--- src/rtl/alu_arbiter.sv ---
// Two-requester front end for a shared combinational ALU: arbitration, operand capture, registered response.
// Optional macro ALU_ARB_FIXED_PRI_EN selects fixed priority (requester 0 wins) instead of round-robin.
module alu_arbiter #(
  parameter int unsigned DATA_W = 32
) (
  input  logic              clk,
  input  logic              reset,
  input  logic              req0_valid,
  output logic              req0_ready,
  input  logic [3:0]        req0_ctrl,
  input  logic [DATA_W-1:0] req0_a,
  input  logic [DATA_W-1:0] req0_b,
  input  logic [4:0]        req0_shamt,
  input  logic              req1_valid,
  output logic              req1_ready,
  input  logic [3:0]        req1_ctrl,
  input  logic [DATA_W-1:0] req1_a,
  input  logic [DATA_W-1:0] req1_b,
  input  logic [4:0]        req1_shamt,
  output logic              rsp0_valid,
  input  logic              rsp0_ready,
  output logic              rsp1_valid,
  input  logic              rsp1_ready,
  output logic [DATA_W-1:0] rsp_result,
  output logic              rsp_zero,
  output logic [3:0]        alu_ctrl,
  output logic [DATA_W-1:0] alu_in1,
  output logic [DATA_W-1:0] alu_in2,
  output logic [4:0]        alu_shamt,
  input  logic [DATA_W-1:0] alu_result,
  input  logic              alu_zero,
  output logic              busy
);

  typedef enum logic [1:0] {
    IDLE = 2'd0,
    EXEC = 2'd1,
    RESP = 2'd2
  } state_t;

  state_t state;
  logic   gnt_id;
  logic   winner_c;
  logic   idle_c;
  logic   done_c;

`ifndef ALU_ARB_FIXED_PRI_EN
  logic   rr_ptr;
`endif

  // Winner selection: a lone valid requester always wins; ties go to the preferred one.
  always_comb begin
    winner_c = 1'b0;
`ifdef ALU_ARB_FIXED_PRI_EN
    winner_c = !req0_valid;
`else
    if (req0_valid && req1_valid) begin
      winner_c = rr_ptr;
    end else begin
      winner_c = !req0_valid;
    end
`endif
  end

  assign idle_c     = (state == IDLE) && !reset;
  assign req0_ready = idle_c && req0_valid && !winner_c;
  assign req1_ready = idle_c && req1_valid && winner_c;
  assign done_c     = (state == RESP) && (gnt_id ? rsp1_ready : rsp0_ready);
  assign busy       = (state != IDLE);

  always_ff @(posedge clk) begin
    if (reset) begin
      state      <= IDLE;
      gnt_id     <= 1'b0;
      alu_ctrl   <= '0;
      alu_in1    <= '0;
      alu_in2    <= '0;
      alu_shamt  <= '0;
      rsp_result <= '0;
      rsp_zero   <= 1'b0;
      rsp0_valid <= 1'b0;
      rsp1_valid <= 1'b0;
`ifndef ALU_ARB_FIXED_PRI_EN
      rr_ptr     <= 1'b0;
`endif
    end else begin
      case (state)
        IDLE: begin
          if (req0_ready || req1_ready) begin
            gnt_id    <= winner_c;
            alu_ctrl  <= winner_c ? req1_ctrl  : req0_ctrl;
            alu_in1   <= winner_c ? req1_a     : req0_a;
            alu_in2   <= winner_c ? req1_b     : req0_b;
            alu_shamt <= winner_c ? req1_shamt : req0_shamt;
            state     <= EXEC;
          end
        end
        EXEC: begin
          rsp_result <= alu_result;
          rsp_zero   <= alu_zero;
          rsp0_valid <= !gnt_id;
          rsp1_valid <= gnt_id;
          state      <= RESP;
        end
        RESP: begin
          // Result stays put until the granted requester consumes it.
          if (done_c) begin
            rsp0_valid <= 1'b0;
            rsp1_valid <= 1'b0;
`ifndef ALU_ARB_FIXED_PRI_EN
            rr_ptr     <= !gnt_id;
`endif
            state      <= IDLE;
          end
        end
        default: state <= IDLE;
      endcase
    end
  end

endmodule

--- config.mk ---
export PLATFORM = sky130hd
export DESIGN_NAME = alu_arbiter
export DESIGN_NICKNAME = d
export VERILOG_FILES = /design/src/rtl/alu_arbiter.sv
export SDC_FILE = /design/constraint.sdc
export NUM_CORES = 1
export LEC_CHECK = 0
export ABC_AREA = 1
export CORE_MARGIN = 1
export CORE_UTILIZATION = 35
export DETAILED_ROUTE_END_ITERATION = 8
export PLACE_DENSITY_LB_ADDON = 0.1
export SLEW_MARGIN = 10
export SYNTH_ARGS = -nofsm -noshare
export SYNTH_HDL_FRONTEND = slang
export SYNTH_SLANG_ARGS = --single-unit
--- constraint.sdc ---
create_clock -name clk -period 1.4 [get_ports clk]
set_input_delay 0.42 -clock clk [delete_from_list [all_inputs] [get_ports clk]]
set_output_delay 0.42 -clock clk [all_outputs]
set_load 0.01 [all_outputs]
### Yosys cells after proc, flatten, opt, wreduce, memory -nomap -nowiden

Cells that the tools add are included.

| word-level totals | value |
|---|---|
| bits in registers | 112 |
| input port bits | 185 |
| output and inout bits | 111 |
| logic and storage cells | 46 |

| cells by class | value |
|---|---|
| eq/ne operators | 4 |
| mux-type cells | 12 |
| reduce and logical (&&, ||, !) cells | 19 |

Operators with widths:

| operator | count |
|---|---|
| 2-to-1 mux 32 bit | 2 |
| AND reduction 2 bit | 4 |
| logical AND 1 bit | 7 |
| case mux 2 bit (3 select lines) | 1 |
| 2-to-1 mux 5 bit | 1 |
| logical NOT 1 bit | 4 |
| 2-to-1 mux 2 bit | 2 |
| 2-to-1 mux 4 bit | 1 |
| case mux 1 bit (2 select lines) | 2 |
| nonzero test 2 bit | 2 |
| 2-to-1 mux 1 bit | 3 |
| equality test 2 x 1 -> 1 bit, second input constant | 1 |
| equality test 2 bit, second input constant | 1 |
| logical NOT 2 bit | 1 |
| inequality test 2 x 1 -> 1 bit, second input constant | 1 |
| inequality test 2 bit, second input constant | 1 |
| logical OR 1 bit | 1 |

### Longest topological paths before layout

| depth | value |
|---|---|
| depth in word-level cells | 7 |
| gate-level depth with buffers | 8 |
| depth with buffers taken out | 6 |

### Worst setup path after synthesis

Ideal clock, no wire load.

| timing | value |
|---|---|
| path type | input to output |
| from | input reset |
| to | output req1_ready |
| arrival time | 1,157 ps |
| required time | 980 ps |
| setup slack | -177 ps |
| stages on the path | 5 |
| path buffers | 2 |
| cells stage by stage | inv_2 > nand3_2 > buf_6 > buf_2 > a21oi_1 |

| between the ends | value |
|---|---|
| longest elaborated chain between the ends | 4 |

Ends and longest elaborated chain:

| what | RTL line | RTL |
|---|---|---|
| from (decl) | 7 | `input logic reset,` |
| logical NOT 1 bit | 65 | `assign idle_c = (state == IDLE) && !reset;` |
| logical AND 1 bit | 65 |  |
| logical AND 1 bit (2 in a row) | 67 | `assign req1_ready = idle_c && req1_valid && winner_c;` |
| to (decl) | 15 | `output logic req1_ready,` |

Every way passes these cells.

### Worst setup path in the final report

| timing | value |
|---|---|
| from | register state[0] |
| to | output req1_ready |

| between the ends | value |
|---|---|
| longest elaborated chain between the ends | 4 |

Ends and longest elaborated chain:

| what | RTL line | RTL |
|---|---|---|
| from (decl) | 41 | `state_t state;` |
| from (signal assigned) | 73 | `state <= IDLE;` |
| from (signal assigned) | 95 | `state <= EXEC;` |
| from (signal assigned) | 103 | `state <= RESP;` |
| logical NOT 2 bit | 65 |  |
| logical AND 1 bit | 65 |  |
| logical AND 1 bit (2 in a row) | 67 |  |

Every way passes these cells.

==> impl_metrics.json <==
{
  "outcome": "complete, but fails checks",
  "violations": "setup timing",
  "diodes": 0,
  "grt_pass1_wl_mm": 27.9,
  "ioPinCount": 296,
  "synth_top_area_cell": "dfxtp_1",
  "synthXorXnorAreaFrac": 0,
  "end_kind": "output pin",
  "power.leakage_uw": 0.00447,
  "gp_congestion": 0.759,
  "drv_slew": 0,
  "ys_top_cells_by_area": "dfxtp_1 (42%), nand2_1 (21%), nor2_1 (15%)",
  "drtPass1Iterations": 4,
  "grt_pass1_vias": 5674,
  "synth_common_cells": "nand2_1 (304), nor2_1 (215), dfxtp_1 (112), inv_1 (80), nand3_1 (75)",
  "synth_compound_area_frac": 0.0371,
  "finalNonFillerCells": 1358,
  "fin_skew_ns": 0.00497,
  "die_w_um": 126,
  "post-synth-top-count-cell": "nand2_1",
  "grt_max_degree": 89,
  "tns_ns": -0.441,
  "power.density_nw_per_um2": 1010,
  "finalHoldViolations": 0,
  "hold_class": "reg2reg",
  "drive_gt1_frac": 0.0940,
  "clkSinkCount": 112,
  "synth-simple-area-share": 0.436,
  "setup_violations": 3,
  "htreeDepth": 3,
  "dp_slack_ns": -0.898,
  "synth_nets": 1074,
  "synth_top_family_by_area": "simple AND/OR/NAND/NOR gates",
  "postRouteWirelength_mm": 18.8,
  "drcViolationCount": 0,
  "cts_buffer_depth": 2,
  "rsz0062_at_grt": "yes",
  "worstPathArrival_ns": 1.20,
  "crit_fanout": 3,
  "syn-cell-area_um2": 5390,
  "async_reset_ff_frac": 0,
  "muxShareOfSynthArea": 0,
  "area.growth.synth_to_final_pct": 64.6,
  "hold_buffers": 0,
  "timing.final.ws_setup_ns": -0.224,
  "core-area_um2": 15100,
  "dieArea_um2": 15900,
  "cts-root-buf": "clkbuf_16",
  "start_util": 0.356,
  "postSynthCellCount": 889,
  "post_drt_wl_per_cell_um": 13.9,
  "drt-vias-per-instance": 4.48,
  "cts_tree": "yes",
  "ys_ff_latch": 112,
  "synthAdderAreaFrac": 0,
  "crit_path_start_kind": "flip-flop",
  "grt.total_usage": 0.219,
  "holdWs_ns": 0.482,
  "port_buffers": 295,
  "period_minus_slack_ns": 1.62,
  "fin_crit_sh": 1.16,
  "clk_pin_slew_worst_paths_ns": 0.07,
  "yosysTopAreaCellShare": 0.416,
  "die_h_um": 126,
  "num-fill-cells": 1484,
  "ir_drop_mv": 0.973,
  "detail-route-antenna-nets": 0,
  "dp_hpwl_mm": 11.8,
  "worstSkewPairLatency_ns": 0.35,
  "ys_types": 16,
  "rows": 45,
  "antenna_found_initial": 0,
  "num-nets-final": 1350,
  "slew-limit-headroom": 0.603,
  "route.vias.total": 6085,
  "synth_edf_count": 0,
  "avgSynthCellArea_um2": 6.07,
  "dpl.cell_count": 1334,
  "cp.required_ns": 0.98,
  "numCtsBuffers": 9,
  "cap_violations": 0,
  "fmax_ghz": 0.616,
  "grt-ovfl-total": 0,
  "worstMarginPinSlew_ns": 0.595,
  "synth_flop_cell": "dfxtp_1",
  "drt-initial-drc-count": 261,
  "critical_path_class": "reg2out",
  "yosys_warnings": 0,
  "synth-seq-area-share": 0.416
}
-- area by class of cell --
| class | instances | area [um^2] | share of cell area |
|---|---|---|---|
| repair buffers | 322 | 3150 | 0.355 |
| multi-input cells | 637 | 2590 | 0.292 |
| flip-flops and latches | 112 | 2250 | 0.253 |
| inverters | 83 | 319 | 0.0359 |
| clock buffers | 11 | 243 | 0.0273 |
| well taps | 188 | 235 | 0.0265 |
| clock inverters | 5 | 86.3 | 0.00973 |
-- stage by stage --
stage                     area [um^2]  total power [uW]   util
after floorplan                  5440              4880      -
after CTS                        8790              8980  0.580
after global placement           8480              6220  0.560
final                            8880              8990  0.586
after detailed placement         8480              6240  0.560
after global routing             8880              9510  0.586
-- power breakdown --
group | switching (uW) | internal (uW)
logic | 1220 | 1250
registers | 158 | 3510
clock network | 1220 | 1640
-- worst paths after layout --
| kind | to | from | depth (start not counted) | slack, ns |
|---|---|---|---|---|
| setup reg to reg | alu_in1[0] | state[0] | 6 | 0.06 |
| hold reg to reg | rsp0_valid | rsp0_valid | 2 | 0.48 |
| hold / removal | rsp0_valid | rsp0_valid | 2 | 0.48 |
| setup / recovery | req1_ready | state[0] | 4 | -0.22 |
-- what timing repair did --
| action | CTS | global route |
|---|---|---|
| buffers inserted | 0 | 1 |
| resized for setup | 204 | 108 |
| hold endpoints to repair | 0 | 0 |
| cloned | 0 | 7 |
| endpoints found under the setup margin | 220 | 188 |
| pin swaps | 3 | 1 |
-- per-layer routing --
layer / wire, um / GRT usage
met4: 267 / 0.0609
met3: 1560 / 0.0837
met2: 9140 / 0.385
met1: 7840 / 0.244
met5: 0 / 0
-- state kept, by name (all words and copies together) (netlist names) --
register    flops
gnt_id          1
state           2
alu_ctrl        4
alu_shamt       5
rsp0_valid      1
rsp_zero        1
rsp_result     32
rsp1_valid      1
alu_in2        32
alu_in1        32
rr_ptr          1
-- logic make-up after synthesis --
group | count (synthesis)
AO/OA/AOI/OAI | 40
buffers and inverters | 140
AND/OR/NAND/NOR | 597
flip-flops | 112
-- layout by cell type, fill, tap and decap left out, drive strengths merged --
cell type      instances
a21oi                  6
buf                   28
bufinv                 2
clkbuf                56
clkdlybuf4s15         61
clkdlybuf4s50        181
clkinv                 1
dfxtp                112
dlygate4sd2            7
inv                   85
nand2                304
nand3                 76
nor2                 217
o21ai                 34
-- critical path, stage by stage, from the launching register on --
cell and delay (ns):
dfxtp_1 0.35, nor2_4 0.13, nand3_4 0.12, a21oi_4 0.13, buf_6 0.13
Note: power is estimated with default switching activity, not from simulation.
